--- src/rtl/menu_ctrl_if.sv ---
// Front-panel bundle between the button/game-core side and the menu controller.
// The controller takes the slave view; whoever drives the buttons takes the master view.
interface menu_ctrl_if;
  logic       btn_up;
  logic       btn_down;
  logic       btn_sel;
  logic       btn_start;
  logic       game_over;
  logic       cursor;
  logic       mode;
  logic [1:0] map;
  logic       start;
  logic       menu_active;

  modport master (
    output btn_up, btn_down, btn_sel, btn_start, game_over,
    input  cursor, mode, map, start, menu_active
  );

  modport slave (
    input  btn_up, btn_down, btn_sel, btn_start, game_over,
    output cursor, mode, map, start, menu_active
  );
endinterface

--- src/rtl/menu_ctrl.sv ---
// Menu controller: debounces four push-buttons, edits cursor/mode/map settings and
// sequences menu -> launch -> run -> wait-for-release around each game.
module menu_ctrl #(
  parameter int DEBOUNCE_CYCLES = 500000,
  parameter int CNT_W           = 20
) (
  input  logic        clk,
  input  logic        rst,
  menu_ctrl_if.slave  bus
);

  localparam int NB      = 4;
  localparam int B_UP    = 0;
  localparam int B_DOWN  = 1;
  localparam int B_SEL   = 2;
  localparam int B_START = 3;
  localparam logic [CNT_W-1:0] CNT_LAST = CNT_W'(DEBOUNCE_CYCLES - 1);

  typedef enum logic [1:0] {
    S_MENU     = 2'd0,
    S_LAUNCH   = 2'd1,
    S_RUN      = 2'd2,
    S_WAIT_REL = 2'd3
  } state_t;

  function automatic logic [1:0] map_advance(input logic [1:0] m);
    return (m >= 2'd2) ? 2'd0 : m + 2'd1;
  endfunction

  logic [NB-1:0]    raw;
  logic [NB-1:0]    sync_p0;
  logic [NB-1:0]    sync_p1;
  logic [NB-1:0]    deb_p2;
  logic [NB-1:0]    deb_q_p3;
  logic [NB-1:0]    press;
  logic [CNT_W-1:0] cnt_p2 [NB];

  state_t     state_q, state_nxt;
  logic       cursor_q, cursor_nxt;
  logic       mode_q, mode_nxt;
  logic [1:0] map_q, map_nxt;
  logic       start_q;
  logic       menu_active_q;

  assign raw = {bus.btn_start, bus.btn_sel, bus.btn_down, bus.btn_up};

  // Stage p0/p1: two-flop synchronizer for the asynchronous button levels
  always_ff @(posedge clk) begin
    if (rst) begin
      sync_p0 <= '0;
      sync_p1 <= '0;
    end else begin
      sync_p0 <= raw;
      sync_p1 <= sync_p0;
    end
  end

  // Stage p2: debounce; any cycle where the levels agree restarts the count
  always_ff @(posedge clk) begin
    if (rst) begin
      deb_p2 <= '0;
      for (int i = 0; i < NB; i++) cnt_p2[i] <= '0;
    end else begin
      for (int i = 0; i < NB; i++) begin
        if (sync_p1[i] != deb_p2[i]) begin
          if (cnt_p2[i] == CNT_LAST) begin
            deb_p2[i] <= sync_p1[i];
            cnt_p2[i] <= '0;
          end else begin
            cnt_p2[i] <= cnt_p2[i] + CNT_W'(1);
          end
        end else begin
          cnt_p2[i] <= '0;
        end
      end
    end
  end

  // Stage p3: edge register, press is a one-cycle debounced rising edge
  always_ff @(posedge clk) begin
    if (rst) deb_q_p3 <= '0;
    else     deb_q_p3 <= deb_p2;
  end

  assign press = deb_p2 & ~deb_q_p3;

  always_ff @(posedge clk) begin
    if (rst) begin
      state_q       <= S_MENU;
      cursor_q      <= 1'b0;
      mode_q        <= 1'b0;
      map_q         <= 2'd0;
      start_q       <= 1'b0;
      menu_active_q <= 1'b1;
    end else begin
      state_q       <= state_nxt;
      cursor_q      <= cursor_nxt;
      mode_q        <= mode_nxt;
      map_q         <= map_nxt;
      start_q       <= (state_q == S_LAUNCH);
      menu_active_q <= (state_q == S_MENU);
    end
  end

  always_comb begin
    state_nxt  = state_q;
    cursor_nxt = cursor_q;
    mode_nxt   = mode_q;
    map_nxt    = map_q;
    unique case (state_q)
      S_MENU: begin
        // Priority start > sel > up/down; up and down together cancel out
        if (press[B_START]) begin
          state_nxt = S_LAUNCH;
        end else if (press[B_SEL]) begin
          if (cursor_q) map_nxt  = map_advance(map_q);
          else          mode_nxt = ~mode_q;
        end else if (press[B_UP] ^ press[B_DOWN]) begin
          cursor_nxt = press[B_DOWN];
        end
      end
      S_LAUNCH:   state_nxt = S_RUN;
      S_RUN:      if (bus.game_over) state_nxt = S_WAIT_REL;
      S_WAIT_REL: if (deb_p2 == '0) state_nxt = S_MENU;
      default:    state_nxt = S_MENU;
    endcase
  end

  assign bus.cursor      = cursor_q;
  assign bus.mode        = mode_q;
  assign bus.map         = map_q;
  assign bus.start       = start_q;
  assign bus.menu_active = menu_active_q;

endmodule

--- src/flat_wrapper.sv ---
// flat-port wrapper written by rule: the top's interface ports become plain ports
module menu_ctrl_flat 
#(
  parameter int DEBOUNCE_CYCLES = 500000,
  parameter int CNT_W           = 20
)
  (clk, rst, bus_btn_up, bus_btn_down, bus_btn_sel, bus_btn_start, bus_game_over, bus_cursor, bus_mode, bus_map, bus_start, bus_menu_active);
  menu_ctrl_if bus_i ();
  input  logic clk;
  input  logic rst;
  input wire logic [$bits(bus_i.btn_up)-1:0] bus_btn_up;
  input wire logic [$bits(bus_i.btn_down)-1:0] bus_btn_down;
  input wire logic [$bits(bus_i.btn_sel)-1:0] bus_btn_sel;
  input wire logic [$bits(bus_i.btn_start)-1:0] bus_btn_start;
  input wire logic [$bits(bus_i.game_over)-1:0] bus_game_over;
  output wire logic [$bits(bus_i.cursor)-1:0] bus_cursor;
  output wire logic [$bits(bus_i.mode)-1:0] bus_mode;
  output wire logic [$bits(bus_i.map)-1:0] bus_map;
  output wire logic [$bits(bus_i.start)-1:0] bus_start;
  output wire logic [$bits(bus_i.menu_active)-1:0] bus_menu_active;
  assign bus_i.btn_up = bus_btn_up;
  assign bus_i.btn_down = bus_btn_down;
  assign bus_i.btn_sel = bus_btn_sel;
  assign bus_i.btn_start = bus_btn_start;
  assign bus_i.game_over = bus_game_over;
  assign bus_cursor = bus_i.cursor;
  assign bus_mode = bus_i.mode;
  assign bus_map = bus_i.map;
  assign bus_start = bus_i.start;
  assign bus_menu_active = bus_i.menu_active;
  menu_ctrl #(.DEBOUNCE_CYCLES(DEBOUNCE_CYCLES), .CNT_W(CNT_W)) u_core (.clk(clk), .rst(rst), .bus(bus_i));
endmodule
--- config.mk ---
export PLATFORM = sky130hd
export DESIGN_NAME = menu_ctrl_flat
export DESIGN_NICKNAME = d
export VERILOG_FILES = /design/src/rtl/menu_ctrl_if.sv /design/src/rtl/menu_ctrl.sv /design/src/flat_wrapper.sv
export SDC_FILE = /design/constraint.sdc
export NUM_CORES = 1
export LEC_CHECK = 0
export ABC_AREA = 1
export BUFFER_PORTS_ARGS = -buffer_cell sky130_fd_sc_hd__buf_2
export CORE_ASPECT_RATIO = 1.1
export CORE_UTILIZATION = 55
export CTS_CLUSTER_DIAMETER = 30
export DETAILED_ROUTE_END_ITERATION = 10
export GPL_TIMING_DRIVEN = 0
export PLACE_DENSITY = 0.78
export SYNTH_ARGS = -nofsm -noshare
export SYNTH_HDL_FRONTEND = slang
export SYNTH_SLANG_ARGS = --single-unit
--- constraint.sdc ---
create_clock -name clk -period 1.5 [get_ports clk]
set_input_delay 0.3 -clock clk [delete_from_list [all_inputs] [get_ports clk]]
set_output_delay 0.3 -clock clk [all_outputs]
set_load 0.03 [all_outputs]
# == Word level (Yosys, flattened, before mapping) ==
# Memories as Yosys holds them, arrays and structs flattened.
# Cells that the tools add are included.
# totals
word_cells,126
register_bits,24
mem_bits_rw,80
mem_count,1
inputBits,7
out_inout_bits,6
# op_classes
add_sub_neg,5
order_cmp,1
n_eq_ne,14
bitwise_logic,19
n_reduce_logical,10
mux,63
# memory_table
memory,words,word_bits,rd,rd_clocked_by_memory_dff,wr,line_no,rtl
u_core.cnt_p2,4,20,4,0,4,menu_ctrl.sv:36,logic [CNT_W-1:0] cnt_p2 [NB];
# ops
cell,count
20-bit 2-to-1 mux,12
"20-bit by 1-bit adder with 20-bit output, second input constant",4
"20-bit by 19-bit equality test with 1-bit output, second input constant",4
1-bit 2-to-1 mux,46
1-bit OR,12
4-bit AND reduction,3
2-bit 2-to-1 mux,4
2-bit case mux with 4 select lines,1
2-bit AND reduction,4
4-bit AND,1
"2-bit equality test, second input constant",2
4-bit logical NOT,1
1-bit != test,4
"2-bit by 1-bit != test with 1-bit output, second input constant",2
1-bit inverter,4
4-bit inverter,1
3-bit AND reduction,1
"2-bit by 1-bit adder with 2-bit output, second input constant",1
"2-bit by 1-bit equality test with 1-bit output, second input constant",1
"2-bit greater-or-equal comparator, second input constant",1
2-bit logical NOT,1
"2-bit != test, second input constant",1
1-bit XOR,1

# == Longest topological paths before layout ==
# Gate-level depths: netlist of the first run.
# logic_depth
word_depth,8
mapped_depth,10
depth_no_buf,9

# == Worst setup path after synthesis of the first run ==
# Ideal clock, no wire load.
# synth_path
kind,reg-to-reg
start,mem u_core.cnt_p2[2][0]
end,"mem u_core.cnt_p2[2][11], data pin"
setup_time_ns,0.254
path_buffers,1
slack_ns,-0.139
required_time_ns,1.246
stages_incl_launch_ff,8
synth_period_minus_slack_ns,1.639
arrival_ns,1.384
cell_sequence,edfxtp_1 ha_1 nand3_2 nor3_2 nand3_2 nand2_4 buf_6 nor2_1
# synth_rtl
element,line_no
from (decl),menu_ctrl.sv:36

==> flow_metrics.tcl, run 1 <==
set metrics [dict create \
    grt_max_degree 17 \
    critical_path_slowest_stage_cell "edfxtp_1" \
    synth_top_cell_area_share_pct 40.5 \
    vdd_drop_max_uv 522 \
    status "complete, but fails checks" \
    ys.flop_type "edfxtp_1" \
    power.share.clock_pct 36.9 \
    ys.warnings.count 0 \
    ctsRootBufferMaster "clkbuf_16" \
    clock_buffers_created_by_tritoncts 9 \
    ioPinCount 13 \
    switching_share_pct 24.5 \
    cp_cell_sequence "inv_1 > nand4_1 > nor2_2 > nand3_2 > nand2_4 > buf_6 > nor2_2" \
    cts_sinks 104 \
    wl_per_cell_um 14.8 \
    synth_sequential_area_ratio_pct 48.7 \
    crit_path_start_kind "flip-flop" \
    io_buffer_count 11 \
    post-dp-hpwl_um 8950 \
    end_kind "flip-flop" \
    detail_route.wirelength_um 16000 \
    gr-usage-all-layers_pct 25.6 \
    fillers 692 \
    most_frequent_cell_on_the_critical_path "nor2_2" \
    synth_cells 769 \
    power.net_switching_mw 1.48 \
    crit_arrival_ps 1710 \
    net_total_in_the_final_layout 947 \
    area_growth_syn_to_layout_pct 35.1 \
    sequential_group_share_of_total_power_pct 55.1 \
    ys_types 32 \
    first_pass_grt_wire_length_um 22800 \
    violated_checks "setup timing" \
    required_ps 1600 \
    detail_route_antenna_nets 0 \
    worst-r2r-cell-count 7 \
    async_set_or_reset_register_ratio_after_synthesis_pct 0 \
    die-height_um 111 \
    cts-root-to-sink-buffers 2 \
    design.die.area_sq_mm 0.0112 \
    criticalPathCategory "reg -> reg" \
    final_period_minus_worst_setup_slack_ps 1610 \
    cts_max_level 3 \
    power.share.combinational_pct 8.0 \
    timing.final.max_slew_violations 0 \
    timing.hold.worst_path_depth 3 \
    post-route-drc-count 0 \
    totalPowerFinal_mw 6.03 \
    num_vias 5748 \
    post_route_cells_drive_above_1_share_pct 26.5 \
    synth_enable_flop_cells 80 \
    antenna_violations_before_repair 0 \
    detailed_place.area_sq_mm 0.00651 \
    dpl.cell_count 1002 \
    finalHoldViolations 0 \
    fmax_mhz 623 \
    finalSetupViolCount 78 \
    post-place-ws_ps -268 \
    largest_delay_contributor_family_on_the_critical_path "simple AND/OR/NAND/NOR gates" \
    synth.cell_area_sq_mm 0.00592 \
    post-route-cell-area_sq_mm 0.00800 \
    detailedRoute.firstPassIterationCount 6 \
    postSynthAreaPerCell_sq_um 7.70 \
    route.detailed.vias_per_inst 5.32 \
    yosys.area.top_type "edfxtp_1" \
    final.period_utilization_pct 107 \
    tritoncts_clock_tree "done" \
    power.density_mw_per_mm2 754 \
    start_util_pct 56.7 \
    synth.ff_latch_count 104 \
    via_count_of_the_first_global_routing_pass 5198 \
    site_row_count 39 \
    dr.first_iter.drc_count 431 \
    grt_setup_unrepaired "true" \
    stdcell_count 1080 \
    finalWorstSetupSlack_ps -106 \
    min-delay-path-class "in -> reg" \
    critical_path_cell_count 7 \
    gp_routability_congestion 0.928 \
    critical_path.max_stage_delay_ps 470 \
    crit_fanout 7 \
    fin_skew_ps 6.07 \
    power.static_leakage_nw 3.03 \
    internal-power_mw 4.56 \
    clk_pin_slew_ps 70 \
    antenna_cells_inserted 0 \
    max_cap_viol_count 0 \
    insertion_delay_of_the_later_clocked_pin_in_the_worst_skew_pair_ps 350 \
    commonest_cells_in_the_netlist "nor2_1, nand2_1, inv_1" \
    cp.buffers_inverters 2 \
    synth_area_leaders "edfxtp_1, nor2_1, nand2_1" \
    globalRoute.totalOverflow 0 \
    die_width_um 101 \
    core_region_area_sq_mm 0.0104 \
    synth_most_common_cell "nor2_1" \
]
cell families after synthesis:
| group | Yosys count | synth area share [%] |
|---|---|---|
| flip-flops | 104 | 48.7 |
| AO/OA/AOI/OAI | 47 | 4.22 |
| AND/OR/NAND/NOR | 473 | 33.0 |
| XOR/XNOR | 40 | 5.91 |
| other | 1 | 0.0633 |
| buffers and inverters | 96 | 6.42 |
| adder cells (fa/ha/maj) | 8 | 1.69 |
worst paths after layout:
path | slack [ps] | endpoint | from
min | 150 | u_core.sync_p0[3] | bus_btn_start
min reg2reg | 410 | u_core.sync_p1[2] | u_core.sync_p0[2]
max reg2reg | -110 | u_core.cnt_p2[2][2] | u_core.cnt_p2[2][12]
max | -110 | u_core.cnt_p2[2][2] | u_core.cnt_p2[2][12]
power groups by stage:
stage | clock (mW) | combinational (mW) | sequential [mW]
2_1_floorplan | 0 | 0.230 | 3.35
3_3_place_gp | 0 | 0.274 | 3.37
3_5_place_dp | 0 | 0.282 | 3.38
4_1_cts | 2.24 | 0.332 | 3.31
5_1_grt | 2.35 | 0.530 | 3.34
6_report | 2.23 | 0.481 | 3.33
sequential cells by signal (all words and copies together), names as in the netlist:
signal / count
u_core.cnt_p2: 80
u_core.deb_p2: 4
u_core.deb_q_p3: 4
u_core.sync_p0: 4
u_core.sync_p1: 4
u_core.bus.map: 2
u_core.state_q: 2
u_core.bus.cursor: 1
u_core.bus.menu_active: 1
u_core.bus.mode: 1
u_core.bus.start: 1
per-layer routing:
layer  track usage, %  up-vias  wire length, um
met3             4.48       68              875
met1             30.5     2723             6310
met5                0        -                0
met2             45.4      242             8230
met4             9.66        0              572
li1                 -     2715                -
layout make-up:
class                      instances  area [sq um]  share of cell area [%]
buffer                            10           104                    1.30
multi-input combinational        648          3650                    45.7
clock inverter                     5          31.3                   0.391
tap                              143           179                    2.24
sequential                       104          2880                    36.0
timing repair buffer              73           577                    7.21
clock buffer                      11           243                    3.03
inverter                          86           330                    4.13
cells in the final DEF, fill, tap and decap left out, drive strengths merged:
| cell type | Yosys | layout |
|---|---|---|
| a21oi | 36 | 36 |
| a31oi | 1 | 1 |
| and2 | 2 | 2 |
| buf | 10 | 82 |
| clkbuf | 0 | 12 |
| clkinv | 0 | 2 |
| clkinvlp | 0 | 2 |
| conb | 1 | 80 |
| dfxtp | 24 | 24 |
| edfxtp | 80 | 80 |
| ha | 8 | 8 |
| inv | 86 | 87 |
| nand2 | 187 | 187 |
| nand3 | 53 | 53 |
| nand3b | 2 | 2 |
| nand4 | 18 | 18 |
| nor2 | 198 | 198 |
| nor2b | 1 | 1 |
| nor3 | 8 | 8 |
| o211a | 1 | 1 |
| o21ai | 7 | 7 |
| o21bai | 2 | 2 |
| or2 | 4 | 4 |
| xnor2 | 15 | 15 |
| xor2 | 25 | 25 |
timing repair:
action,4_1_cts,5_1_grt
gates resized for setup,49,160
endpoints found under the setup margin,81,86
hold buffers,0,0
setup buffers,23,35
pin swaps,13,41
gates cloned,4,2
hold endpoints to repair,0,0
through the flow:
stage	utilization, %	hold WS (ps)	setup TNS [ps]
floorplan	-	388	-401
global placement	62.3	393	-9770
detailed placement	62.3	403	-13330
CTS	68.4	153	-2000
global route	76.6	166	-10140
finish	76.6	151	-3840
tightest hold or removal path, stage by stage:
cell,delay (ps)
buf_2,70
inv_1,30
nor2_1,60
No activity file was read; power rests on OpenSTA's default activity.
==> inputs of run 2 (changes only) <==
CTS_CLUSTER_DIAMETER = 40   (was 30)
SETUP_SLACK_MARGIN = 0.3   (was default)
==> run 2 against run 1 <==
The flow still finishes with violations (setup timing). Non-clock buffer count is 36 higher. Flip-flop and latch count stayed put. Sequential power about the same. Clock power is 12% higher. Sequential share of layout area fell by 2.6 points. Cell count rose by 3.3%. Core utilization up 6.4 points. Fmax fell by 4.3%. Critical path type unchanged. Critical endpoint is now u_core.cnt_p2[0][9]. Largest power group unchanged.
==> flow_metrics.tcl, run 2 (synthesis gave the netlist of run 1 again) <==
set metrics [dict create \
    cp.buffers_inverters 2 \
    dpl.cell_count 1002 \
    ctsRootBufferMaster "clkbuf_16" \
    globalRoute.totalOverflow 0 \
    required_ps 1610 \
    insertion_delay_of_the_later_clocked_pin_in_the_worst_skew_pair_ps 360 \
    leading_cell_types_in_the_layout_fill_and_taps_excluded "nand2_1, nor2_1, edfxtp_1, conb_1, buf_4" \
    start_util_pct 56.7 \
    crit_fanout 5 \
    post-place-ws_ps -298 \
    area_growth_syn_to_layout_pct 46.4 \
    crit_path_start_kind "flip-flop" \
    die_width_um 101 \
    io_buffer_count 11 \
    most_frequent_cell_on_the_critical_path "nor2_1" \
    via_count_of_the_first_global_routing_pass 5727 \
    status "complete, but fails checks" \
    min-delay-path-class "in -> reg" \
    mostFrequentLayoutCell "nand2_1" \
    post-dp-hpwl_um 9190 \
    tritoncts_clock_tree "done" \
    violated_checks "setup timing" \
    post-route-util_pct 83.0 \
    cts_max_level 3 \
    max_cap_viol_count 0 \
    fin_skew_ps 10.5 \
    critical_path_slowest_stage_cell "edfxtp_1" \
    wl_per_cell_um 17.7 \
    cts-root-to-sink-buffers 2 \
    antenna_violations_before_repair 0 \
    stdcell_count 1116 \
    finalSetupViolCount 82 \
    largest_register_ffs 80 \
    routed_length_on_met1_um 6970 \
    postCtsHoldBufs 0 \
    power.static_leakage_nw 3.31 \
    ioPinCount 13 \
    criticalPathCategory "reg -> reg" \
    grt_setup_unrepaired "true" \
    cts_sinks 104 \
    routed.top_layer "met4" \
    multi_input_gate_area_in_the_final_layout_sq_mm 0.00388 \
    end_kind "flip-flop" \
    vdd_drop_max_uv 564 \
    route.detailed.vias_per_inst 5.56 \
    gr-usage-all-layers_pct 29.9 \
    finalHoldViolations 0 \
    final.period_utilization_pct 112 \
    seqCellArea_sq_mm 0.00290 \
    clock_buffers_created_by_tritoncts 9 \
    detailroute.wirelength.met2_um 10100 \
    detailed_place.area_sq_mm 0.00669 \
    critical_path.max_stage_delay_ps 480 \
    design.die.area_sq_mm 0.0112 \
    finalWorstSetupSlack_ps -178 \
    post-route-cell-area_sq_mm 0.00867 \
    die-height_um 111 \
    detail_route.wirelength_um 19700 \
    post_route_cells_drive_above_1_share_pct 34.5 \
    gp_routability_congestion 0.938 \
    post-route-drc-count 0 \
    max_flop_register "u_core.cnt_p2" \
    site_row_count 39 \
    timing.final.max_slew_violations 0 \
    detail_route_antenna_nets 0 \
    totalPowerFinal_mw 6.40 \
    core_region_area_sq_mm 0.0104 \
    clk_pin_slew_ps 70 \
    net_total_in_the_final_layout 983 \
    power.density_mw_per_mm2 738 \
    final_period_minus_worst_setup_slack_ps 1680 \
    num_vias 6206 \
    fmax_mhz 596 \
    dr.first_iter.drc_count 439 \
    antenna_cells_inserted 0 \
    fillers 581 \
    detailedRoute.firstPassIterationCount 5 \
    grt_max_degree 18 \
    largest_delay_contributor_family_on_the_critical_path "simple AND/OR/NAND/NOR gates" \
    finalSetupTns_ps -10500 \
    first_pass_grt_wire_length_um 26100 \
    cp_cell_sequence "nor2_1 > nand2_1 > nor2_2 > nand3_2 > nand3_4 > buf_6 > buf_8 > nor2_1" \
    crit_arrival_ps 1780 \
    whs_ps 147 \
    route.met3.wl_um 1470 \
]
run 2: path summary, 6_finish.rpt:
path                    endpoint  slack, ps                 start  depth (start not counted)
max reg2reg  u_core.cnt_p2[0][9]       -180  u_core.cnt_p2[0][12]                          8
min            u_core.sync_p0[0]        150            bus_btn_up                          3
min reg2reg    u_core.sync_p1[0]        420     u_core.sync_p0[0]                          2
max          u_core.cnt_p2[0][9]       -180  u_core.cnt_p2[0][12]                          8
run 2: worst min-delay path, stage by stage:
cell and delay [ps]:
buf_2 90, inv_1 40, nor2_1 30
run 2: cell type report:
class	instances	area share, %
Inverter	86	3.81
Multi-Input combinational cell	648	44.8
Sequential cell	104	33.4
Clock inverter	3	0.216
Tap cell	143	2.06
Timing Repair Buffer	109	11.0
Buffer	10	1.33
Clock buffer	13	3.38
run 2: repair_timing:
item | in CTS | in global routing
pin swaps | 32 | 24
gates resized for setup | 121 | 119
buffers inserted | 53 | 39
setup endpoints to repair | 93 | 93
cloned | 6 | 0
run 2: routing by layer:
metal / GRT usage (%) / vias up
met5: 0 / -
met4: 13.4 / 0
met3: 3.91 / 121
met2: 54.2 / 389
met1: 34.7 / 2912
li1: - / 2784
run 2: power breakdown:
group / total (mW) / internal, mW / switching [mW] / leakage, nW
combinational: 0.576 / 0.232 / 0.344 / 2.12
clock: 2.50 / 1.38 / 1.12 / 0.156
sequential: 3.32 / 3.20 / 0.126 / 1.03
total: 6.40 / 4.81 / 1.59 / 3.31
